[src/rtl/qracc_pkg.sv]
// Shared types, constants and helpers for the QRAcc macro interface and ADC readout.
package qracc_pkg;

  localparam int numCols    = 32;
  localparam int numAdcBits = 4;
  localparam int compCount  = (2**numAdcBits) - 1;
  localparam int numCfgBits = 8;
  localparam int accBits    = 16;

  typedef struct packed {
    logic [numCfgBits-1:0] n_input_bits_cfg;
    logic                  binary_cfg;
  } qracc_config_t;

  typedef struct packed {
    logic [numCols-1:0]           SA_OUT;
    logic [numCols*compCount-1:0] ADC_OUT;
  } from_analog_t;

  typedef enum logic [1:0] {
    IDLE  = 2'd0,
    ACCUM = 2'd1,
    HOLD  = 2'd2
  } readout_state_t;

  // Popcount rather than leading-one search so comparator bubbles still decode sensibly.
  function automatic logic [numAdcBits-1:0] therm2bin(input logic [compCount-1:0] code);
    logic [numAdcBits-1:0] cnt;
    cnt = '0;
    for (int i = 0; i < compCount; i++) begin
      cnt = cnt + {{(numAdcBits-1){1'b0}}, code[i]};
    end
    return cnt;
  endfunction

endpackage

[src/rtl/qracc_col_accum.sv]
// One column of the bit-serial shift-and-accumulate: decode, offset, shift-add, clamp.
module qracc_col_accum
  import qracc_pkg::*;
#(
  parameter int ACC_BITS = accBits
) (
  input  logic                       clk,
  input  logic                       rst,
  input  logic                       clear,
  input  logic                       step,
  input  logic                       neg,
  input  logic                       binary,
  input  logic [compCount-1:0]       code,
  output logic signed [ACC_BITS-1:0] acc,
  output logic                       sat
);

  localparam int W = ACC_BITS + numAdcBits + 2;
  localparam logic signed [W-1:0] ACC_MAX = {{(W-ACC_BITS+1){1'b0}}, {(ACC_BITS-1){1'b1}}};
  localparam logic signed [W-1:0] ACC_MIN = {{(W-ACC_BITS+1){1'b1}}, {(ACC_BITS-1){1'b0}}};
  localparam logic signed [W-1:0] OFFSET  = W'(2**(numAdcBits-1));

  logic signed [W-1:0] val;
  logic signed [W-1:0] term;
  logic signed [W-1:0] sum;
  logic signed [ACC_BITS-1:0] acc_next;
  logic                overflow;

  always_comb begin
    val = $signed({{(W-numAdcBits){1'b0}}, therm2bin(code)});
    if (binary) begin
      val = val - OFFSET;
    end else begin
      val = val;
    end
    if (neg) begin
      term = -val;
    end else begin
      term = val;
    end
    sum = ($signed({{(W-ACC_BITS){acc[ACC_BITS-1]}}, acc}) <<< 1) + term;
    overflow = 1'b1;
    if (sum > ACC_MAX) begin
      acc_next = ACC_MAX[ACC_BITS-1:0];
    end else if (sum < ACC_MIN) begin
      acc_next = ACC_MIN[ACC_BITS-1:0];
    end else begin
      acc_next = sum[ACC_BITS-1:0];
      overflow = 1'b0;
    end
  end

  always_ff @(posedge clk) begin
    if (rst || clear) begin
      acc <= '0;
      sat <= 1'b0;
    end else if (step) begin
      acc <= acc_next;
      sat <= sat | overflow;
    end else begin
      acc <= acc;
      sat <= sat;
    end
  end

endmodule

[src/rtl/qracc_adc_readout.sv]
// ADC readout: sequences bit planes into per-column accumulators and hands results
// to the digital core; SA read data is captured on a separate, FSM-independent path.
module qracc_adc_readout
  import qracc_pkg::*;
#(
  parameter int ACC_BITS = accBits
) (
  input  logic                        clk,
  input  logic                        rst,
  input  qracc_config_t               cfg_i,
  input  from_analog_t                from_analog_i,
  input  logic                        start_i,
  input  logic                        adc_valid_i,
  input  logic                        sa_valid_i,
  output logic [numCols*ACC_BITS-1:0] acc_data_o,
  output logic [numCols-1:0]          acc_sat_o,
  output logic                        acc_valid_o,
  input  logic                        acc_ready_i,
  output logic [numCols-1:0]          sa_data_o,
  output logic                        sa_data_valid_o,
  output logic                        busy_o,
  output logic                        err_o
);

  readout_state_t state, state_next;
  logic [numCfgBits-1:0] n_q;
  logic [numCfgBits-1:0] k;
  logic                  binary_q;
  logic                  clear;
  logic                  step;
  logic                  neg;

  assign neg = (k == '0) && (n_q != numCfgBits'(1));

  always_ff @(posedge clk) begin
    if (rst) begin
      state <= IDLE;
    end else begin
      state <= state_next;
    end
  end

  always_comb begin
    state_next = state;
    clear      = 1'b0;
    step       = 1'b0;
    case (state)
      IDLE: begin
        if (start_i) begin
          clear      = 1'b1;
          state_next = ACCUM;
        end else begin
          state_next = IDLE;
        end
      end
      ACCUM: begin
        if (adc_valid_i) begin
          step = 1'b1;
          if (k == n_q - numCfgBits'(1)) begin
            state_next = HOLD;
          end else begin
            state_next = ACCUM;
          end
        end else begin
          state_next = ACCUM;
        end
      end
      HOLD: begin
        if (acc_ready_i) begin
          state_next = IDLE;
        end else begin
          state_next = HOLD;
        end
      end
      default: state_next = IDLE;
    endcase
  end

  // An adc strobe outside ACCUM flags an error even when a start clears it in the same cycle.
  always_ff @(posedge clk) begin
    if (rst) begin
      n_q         <= numCfgBits'(1);
      k           <= '0;
      binary_q    <= 1'b0;
      err_o       <= 1'b0;
      acc_valid_o <= 1'b0;
      busy_o      <= 1'b0;
    end else begin
      if (clear) begin
        n_q      <= (cfg_i.n_input_bits_cfg == '0) ? numCfgBits'(1) : cfg_i.n_input_bits_cfg;
        k        <= '0;
        binary_q <= cfg_i.binary_cfg;
      end else if (step) begin
        k <= k + numCfgBits'(1);
      end
      if (adc_valid_i && (state != ACCUM)) begin
        err_o <= 1'b1;
      end else if (clear) begin
        err_o <= 1'b0;
      end
      acc_valid_o <= (state_next == HOLD);
      busy_o      <= (state_next != IDLE);
    end
  end

  always_ff @(posedge clk) begin
    if (rst) begin
      sa_data_o       <= '0;
      sa_data_valid_o <= 1'b0;
    end else begin
      sa_data_o       <= sa_valid_i ? from_analog_i.SA_OUT : sa_data_o;
      sa_data_valid_o <= sa_valid_i;
    end
  end

  for (genvar c = 0; c < numCols; c++) begin : g_col
    qracc_col_accum #(.ACC_BITS(ACC_BITS)) u_col (
      .clk    (clk),
      .rst    (rst),
      .clear  (clear),
      .step   (step),
      .neg    (neg),
      .binary (binary_q),
      .code   (from_analog_i.ADC_OUT[c*compCount +: compCount]),
      .acc    (acc_data_o[c*ACC_BITS +: ACC_BITS]),
      .sat    (acc_sat_o[c])
    );
  end

endmodule

[config.mk]
export PLATFORM = sky130hd
export DESIGN_NAME = qracc_adc_readout
export DESIGN_NICKNAME = d
export VERILOG_FILES = /design/src/rtl/qracc_pkg.sv /design/src/rtl/qracc_col_accum.sv /design/src/rtl/qracc_adc_readout.sv
export SDC_FILE = /design/constraint.sdc
export NUM_CORES = 2
export LEC_CHECK = 0
export CORE_ASPECT_RATIO = 0.75
export CORE_MARGIN = 3
export CORE_UTILIZATION = 45
export DETAILED_ROUTE_END_ITERATION = 7
export GPL_TIMING_DRIVEN = 0
export HOLD_SLACK_MARGIN = 0.02
export PLACE_DENSITY = 0.8
export SLEW_MARGIN = 20
export SYNTH_ARGS = -nofsm -noshare
export SYNTH_HDL_FRONTEND = slang
export SYNTH_SLANG_ARGS = --single-unit
[constraint.sdc]
create_clock -name clk -period 18.8 [get_ports clk]
set_input_delay 1.88 -clock clk [delete_from_list [all_inputs] [get_ports clk]]
set_output_delay 1.88 -clock clk [all_outputs]
set_load 0.03 [all_outputs]
# Word-level counts from Yosys, hierarchy flattened
# Cells that the tools add are included.
[op_classes]
n_addsub = 546
order_cmp = 64
eq_ne = 6
mux = 204
bitwise_logic = 32
reduce_logical = 9
[op_table]
columns = ["operator", "count"]
rows = [
  ["4-bit by 1-bit adder with 4-bit output", 416],
  ["22-bit two-way mux", 64],
  ["16-bit two-way mux", 64],
  ["17-bit by 22-bit adder with 22-bit output", 32],
  ["22-bit by 16-bit > comparator with 1-bit output, second input constant", 32],
  ["22-bit by 16-bit < comparator with 1-bit output, second input constant", 32],
  ["22-bit negator", 32],
  ["4-bit by 4-bit subtractor with 5-bit output, second input constant", 32],
  ["1-bit two-way mux", 71],
  ["1-bit by 1-bit adder with 2-bit output", 32],
  ["1-bit OR", 32],
  ["8-bit zero test", 2],
  ["8-bit by 1-bit adder with 8-bit output, second input constant", 1],
  ["8-bit equality test", 1],
  ["8-bit two-way mux", 1],
  ["8-bit by 1-bit inequality test with 1-bit output, second input constant", 1],
  ["8-bit by 1-bit subtractor with 8-bit output, second input constant", 1],
  ["2-bit two-way mux", 3],
  ["2-bit one-hot mux with 3 select lines", 1],
  ["2-bit equality test, second input constant", 2],
  ["2-bit nonzero test", 2],
  ["2-bit by 1-bit equality test with 1-bit output, second input constant", 1],
  ["1-bit logical AND", 2],
  ["2-bit zero test", 1],
  ["3 further kinds", 3],
]
[totals]
regBits = 599
in_bits = 527
out_inout_bits = 580
elab_cells = 934

# Depth between registers and ports, before layout
[logic_depth]
ltp_word = 23
mapped_depth = 33
ltp_nobuf = 30

# Cells and area by module
# Synthesis repeated with hierarchy kept, for this count alone.
[unflattened]
cells_unflattened = 9238
hier_area_um2 = 77401.7
[modules_own_cells]
columns = ["mod", "n_inst", "cells_per_inst", "area_each_um2", "seq_area_each_um2"]
rows = [
  ["qracc_col_accum (g_col[1].u_col ...)", 15, 294, 2418.6, 340.3],
  ["qracc_col_accum (g_col[0].u_col ...)", 14, 266, 2263.4, 340.3],
  ["qracc_col_accum (g_col[19].u_col)", 1, 296, 2422.3, 340.3],
  ["qracc_col_accum (g_col[9].u_col)", 1, 289, 2409.8, 340.3],
  ["qracc_col_accum (g_col[8].u_col)", 1, 273, 2321.0, 340.3],
  ["qracc_adc_readout", 1, 246, 2282.2, 1101.1],
]

# Worst setup path after synthesis
# No wires, ideal clock.
[synth_path]
path_kind = "input-to-reg"
from = "input port from_analog_i[75] in the netlist's numbering"
to = "register g_col[5].u_col.acc[9]"
setup_ps = 122
arrival_ps = 8686
t_required_ps = 18678
slack_ps = 9992
stages = 29
path_buffers = 2
cell_sequence = "ha_1 > inv_1 > fa_1 > fa_1 > fa_1 > fa_1 > inv_1 > ha_1 > a21o_1 > a21oi_1 > xnor2_1 > inv_1 > ha_1 > inv_1 > nand4_1 > ha_1 > a21oi_1 > ha_1 > a21o_1 > or3_1 > o211ai_1 > and2_1 > buf_2 > nor4b_1 > a211o_1 > or4_1 > o31a_1 > buf_2 > a221o_1"
[synth_between]
elab_chain_len = 22
[synth_rtl]
columns = ["item", "line_no", "rtl"]
rows = [
  ["start, declared", "qracc_adc_readout.sv:11", "input from_analog_t from_analog_i,"],
  ["1-bit by 1-bit adder with 2-bit output (*)", "qracc_pkg.sv:31", "cnt = cnt + {{(numAdcBits-1){1'b0}}, code[i]};"],
  ["4-bit by 1-bit adder with 4-bit output (*) (13 in a row)", "qracc_pkg.sv:31", ""],
  ["4-bit by 4-bit subtractor with 5-bit output", "qracc_col_accum.sv:32", "val = val - OFFSET;"],
  ["22-bit two-way mux (*)", "qracc_col_accum.sv:31", "if (binary) begin"],
  ["22-bit negator", "qracc_col_accum.sv:37", "term = -val;"],
  ["22-bit two-way mux (*)", "qracc_col_accum.sv:36", "if (neg) begin"],
  ["17-bit by 22-bit adder with 22-bit output (*)", "qracc_col_accum.sv:41", "sum = ($signed({{(W-ACC_BITS){acc[ACC_BITS-1]}}, acc}) <<< 1) + term;"],
  ["22-bit by 16-bit < comparator with 1-bit output", "qracc_col_accum.sv:45", "end else if (sum < ACC_MIN) begin"],
  ["16-bit two-way mux", "qracc_col_accum.sv:45", ""],
  ["16-bit two-way mux (*)", "qracc_col_accum.sv:43", "if (sum > ACC_MAX) begin"],
  ["end signal, assigned", "qracc_col_accum.sv:58", "acc <= acc_next;"],
  ["end, declared", "qracc_col_accum.sv:14", "output logic signed [ACC_BITS-1:0] acc,"],
]
# Mark *: on every way between the ends. The rest lies on a longest branch, timed or not.
# A chain may end at the register's enable or synchronous reset.

# Worst setup path in the final report
[layout_path]
from = "input port from_analog_i[225] in the netlist's numbering"
to = "register g_col[15].u_col.acc[5]"
[layout_between]
elab_chain_len = 22
[layout_rtl]
columns = ["item", "line_no"]
rows = [
  ["1-bit by 1-bit adder with 2-bit output (*)", "qracc_pkg.sv:31"],
  ["4-bit by 1-bit adder with 4-bit output (*) (13 in a row)", "qracc_pkg.sv:31"],
  ["4-bit by 4-bit subtractor with 5-bit output", "qracc_col_accum.sv:32"],
  ["22-bit two-way mux (*)", "qracc_col_accum.sv:31"],
  ["22-bit negator", "qracc_col_accum.sv:37"],
  ["22-bit two-way mux (*)", "qracc_col_accum.sv:36"],
  ["17-bit by 22-bit adder with 22-bit output (*)", "qracc_col_accum.sv:41"],
  ["22-bit by 16-bit < comparator with 1-bit output", "qracc_col_accum.sv:45"],
  ["16-bit two-way mux", "qracc_col_accum.sv:45"],
  ["16-bit two-way mux (*)", "qracc_col_accum.sv:43"],
  ["end signal, assigned", "qracc_col_accum.sv:58"],
  ["end, declared", "qracc_col_accum.sv:14"],
]
# Marks and branches as above.

==> results.sh <==
export IMPL_status="finished, violations left"
export IMPL_violations="DRC"
export IMPL_grt_max_degree=21
export IMPL_cts_buffer_depth=3
export IMPL_crit_fanout=10
export IMPL_htreeDepth=3
export IMPL_synth_fa_ha_area_share_pct=25.4
export IMPL_fin_crit_sh_pct=53.7
export IMPL_worst_path_buf_inv=6
export IMPL_wl_per_cell_um=24.9
export IMPL_synth_top_area_share_pct=16.2
export IMPL_clock_sinks=599
export IMPL_hold_viol_final=0
export IMPL_synth_most_common_cell="inv_1"
export IMPL_std_cell_rows=130
export IMPL_synth_edf_count=0
export IMPL_routed_wl_um=330000
export IMPL_synth_ff_type="dfxtp_1"
export IMPL_grtUsageTotal_pct=35.8
export IMPL_async_flop_share_pct=0
export IMPL_dp_hpwl_um=267000
export IMPL_min_from="g_col[8].u_col.sat"
export IMPL_cp_slowest_cell="nor3_1"
export IMPL_first_iter_violations=9106
export IMPL_hold_class="flop to flop"
export IMPL_post_cts_setup_buffer_count=0
export IMPL_portBuffers=1105
export IMPL_cp_slowest_stage_delay_ps=870
export IMPL_ys_seq_area_share_pct=15.6
export IMPL_pin_count=1107
export IMPL_synth_top_area_cell="ha_1"
export IMPL_cp_start_kind="input port"
export IMPL_worst_slew_pin_slew_ps=1310
export IMPL_grt_pass1_wl_um=481000
export IMPL_tns_ps=0
export IMPL_power_density_nw_per_um2=174
export IMPL_antenna_found_initial=27
export IMPL_synthesis_area_sq_um=76700
export IMPL_setup_viol=0
export IMPL_r2r_end="g_col[15].u_col.acc[5]"
export IMPL_drt_pass1_iter_count=8
export IMPL_synth_compound_area_share_pct=29.0
export IMPL_drv_cap=0
export IMPL_synth_distinct_cells=119
export IMPL_die_w_um=483
export IMPL_synth_cells=9713
export IMPL_synth_simple_gate_area_share_pct=14.2
export IMPL_path_common_cell="ha_1"
export IMPL_yosys_top_cells_count="inv_1 (1030), ha_1 (995), a21oi_1 (956)"
export IMPL_finalCriticalPeriod_ps=10100
export IMPL_tritoncts="yes"
export IMPL_worst_skew_pair_late_latency_ps=730
export IMPL_yosys_warnings=0
export IMPL_synthMuxAreaShare_pct=1.43
export IMPL_rrSetupSlack_ps=10240
export IMPL_ir_drop_v=0.0000943
export IMPL_hold_ws_ps=461
export IMPL_postCtsResizedCells=0
export IMPL_drc=5
export IMPL_die_area_sq_um=175000
export IMPL_area_delta_synth_final_pct=22.7
export IMPL_cts_root_buf="clkbuf_16"
export IMPL_via_per_inst=6.20
export IMPL_synth_area_top_cells="ha_1 (16%), dfxtp_1 (16%), fa_1 (9.2%), a21oi_1 (6.2%), o21ai_0 (5.5%)"
export IMPL_reg2reg_depth=22
export IMPL_initial_utilization_pct=45.5
export IMPL_final_max_slew_violation_count=0
export IMPL_nets=12800
export IMPL_critPathKind="input port to flop"
export IMPL_synth_top_family_by_area="compound AO/OA/AOI/OAI gates"
export IMPL_synth_seq_cells=599
export IMPL_end_kind="flop"
export IMPL_crit_arrival_ps=10730
export IMPL_hold_path_depth=2
export IMPL_worst_clock_skew_ps=44.3
export IMPL_timing_fmax_mhz=99.0
export IMPL_relSlewSlack_pct=12.6
export IMPL_overflow=0
export IMPL_gp_congestion=1.02
export IMPL_rsz0062_at_grt="false"
export IMPL_drive_above_1_share_pct=4.84
export IMPL_numCtsBuffers=74
export IMPL_crit_required_ps=19430
export IMPL_crit_family="adder cells"
export IMPL_syn_area_per_cell_sq_um=7.89
export IMPL_grt_pass1_vias=77700
export IMPL_core_area_sq_um=168000
export IMPL_holdPathEnd="g_col[8].u_col.sat"
export IMPL_post_dp_cell_area_sq_um=91500
export IMPL_postRouteAntennaNets=0
export IMPL_syn_nets=11600
export IMPL_power_leakage_nw=42.7
export IMPL_path_clk_slew_ps=60
export IMPL_cts_hold_buf=0
export IMPL_crit_reg2reg_launch="k[0]"
export IMPL_die_y_um=363
export IMPL_final_area_sq_um=94100
export IMPL_synthXorXnorAreaFrac_pct=6.83
export IMPL_vias=82100
[power breakdown]
| part | internal [mW] | leakage (nW) | total [mW] | switching [mW] |
|---|---|---|---|---|
| Clock | 0.868 | 1.22 | 1.57 | 0.699 |
| Sequential | 1.42 | 4.88 | 1.62 | 0.200 |
| Combinational | 5.06 | 36.6 | 13.2 | 8.10 |
| Total | 7.35 | 42.7 | 16.3 | 9.00 |
[logic make-up (layout without fill, tap and decap cells)]
group	count (synthesis)	in the layout
compound gates	3412	3412
simple gates	2236	2236
buf+inv	1435	2701
fa+ha+maj	1347	1347
flops	599	599
xor+xnor	580	580
mux	104	104
other cells	0	15
[placed cells by master, fill, tap and decap left out, types with 30 or more instances in the layout]
cell | synthesis | final
a2111oi_0 | 43 | 43
a211o_1 | 42 | 42
a211oi_1 | 111 | 111
a21o_1 | 356 | 356
a21oi_1 | 956 | 956
a221o_1 | 117 | 117
a221oi_1 | 34 | 34
a31oi_1 | 111 | 111
and2_1 | 42 | 42
and3_1 | 84 | 84
buf_2 | 50 | 56
buf_4 | 38 | 38
clkbuf_1 | 284 | 230
clkbuf_16 | 0 | 74
clkbuf_2 | 1 | 61
clkdlybuf4s50_1 | 0 | 1105
dfxtp_1 | 599 | 598
fa_1 | 352 | 352
ha_1 | 995 | 995
inv_1 | 1030 | 1029
mux2i_1 | 93 | 93
nand2_1 | 595 | 594
nand2b_1 | 104 | 104
nand3_1 | 241 | 241
nand4_1 | 116 | 116
nor2_1 | 575 | 573
nor2b_1 | 77 | 77
nor3_1 | 118 | 118
nor4_1 | 34 | 31
o2111ai_1 | 32 | 32
o211ai_1 | 129 | 129
o21a_1 | 144 | 144
o21ai_0 | 848 | 848
o21bai_1 | 94 | 94
o311ai_0 | 30 | 30
o31ai_1 | 30 | 30
or2_2 | 41 | 41
or3_1 | 67 | 67
xnor2_1 | 370 | 370
xor2_1 | 192 | 192
[worst min-delay path: stages, from the launching register on]
cell     delay, ps
dfxtp_1        330
nand2_1         50
o21ai_0         50
[per-stage QoR]
stage / power (mW) / std cells / worst slack [ps] / utilization, %
3_3_place_gp: 13.9 / 13100 / 6670 / 53.8
2_1_floorplan: 10.9 / 9713 / 9990 / -
6_report: 16.3 / 13200 / 8700 / 55.9
3_5_place_dp: 14.4 / 13100 / 8270 / 54.3
5_1_grt: 17.7 / 13200 / 8280 / 55.8
4_1_cts: 16.0 / 13200 / 8990 / 55.8
[how the worst max path moves through the flow]
stage | from | endpoint | slack [ps] | cells past startpoint
after floorplan | from_analog_i[75] | g_col[5].u_col.acc[9] | 9990 | 29
after global placement | binary_q | g_col[28].u_col.acc[13] | 6670 | 15
after detailed placement | from_analog_i[105] | g_col[7].u_col.acc[5] | 8270 | 29
after CTS | from_analog_i[225] | g_col[15].u_col.acc[5] | 8990 | 29
after global routing | from_analog_i[225] | g_col[15].u_col.acc[5] | 8280 | 29
final | from_analog_i[225] | g_col[15].u_col.acc[5] | 8700 | 29
[routing by layer]
| metal | vias up | routed length (um) | global-route usage [%] |
|---|---|---|---|
| li1 | 37500 | - | - |
| met1 | 39100 | 130000 | 45.4 |
| met2 | 4615 | 139000 | 53.3 |
| met3 | 875 | 37300 | 10.1 |
| met4 | 10 | 23000 | 22.4 |
| met5 | - | 66 | 0 |
[area by class of cell]
type / instances / area (sq um)
Fill cell: 15200 / 74300
Multi-Input combinational cell: 7679 / 59000
Sequential cell: 599 / 12000
Timing Repair Buffer: 1138 / 11900
Inverter: 1030 / 3870
Tap cell: 2244 / 2810
Clock buffer: 90 / 2010
Buffer: 405 / 1940
Clock inverter: 38 / 489
Antenna cell: 15 / 37.5
[flip-flops by register name, indices dropped and copies added (netlist names)]
| name | cells |
|---|---|
| err_o | 1 |
| g_col.u_col.sat | 32 |
| state | 2 |
| k | 8 |
| acc_valid_o | 1 |
| binary_q | 1 |
| n_q | 8 |
| busy_o | 1 |
| sa_data_valid_o | 1 |
| g_col.u_col.acc | 512 |
| sa_data_o | 32 |
Power figures use the tool's default switching activity.
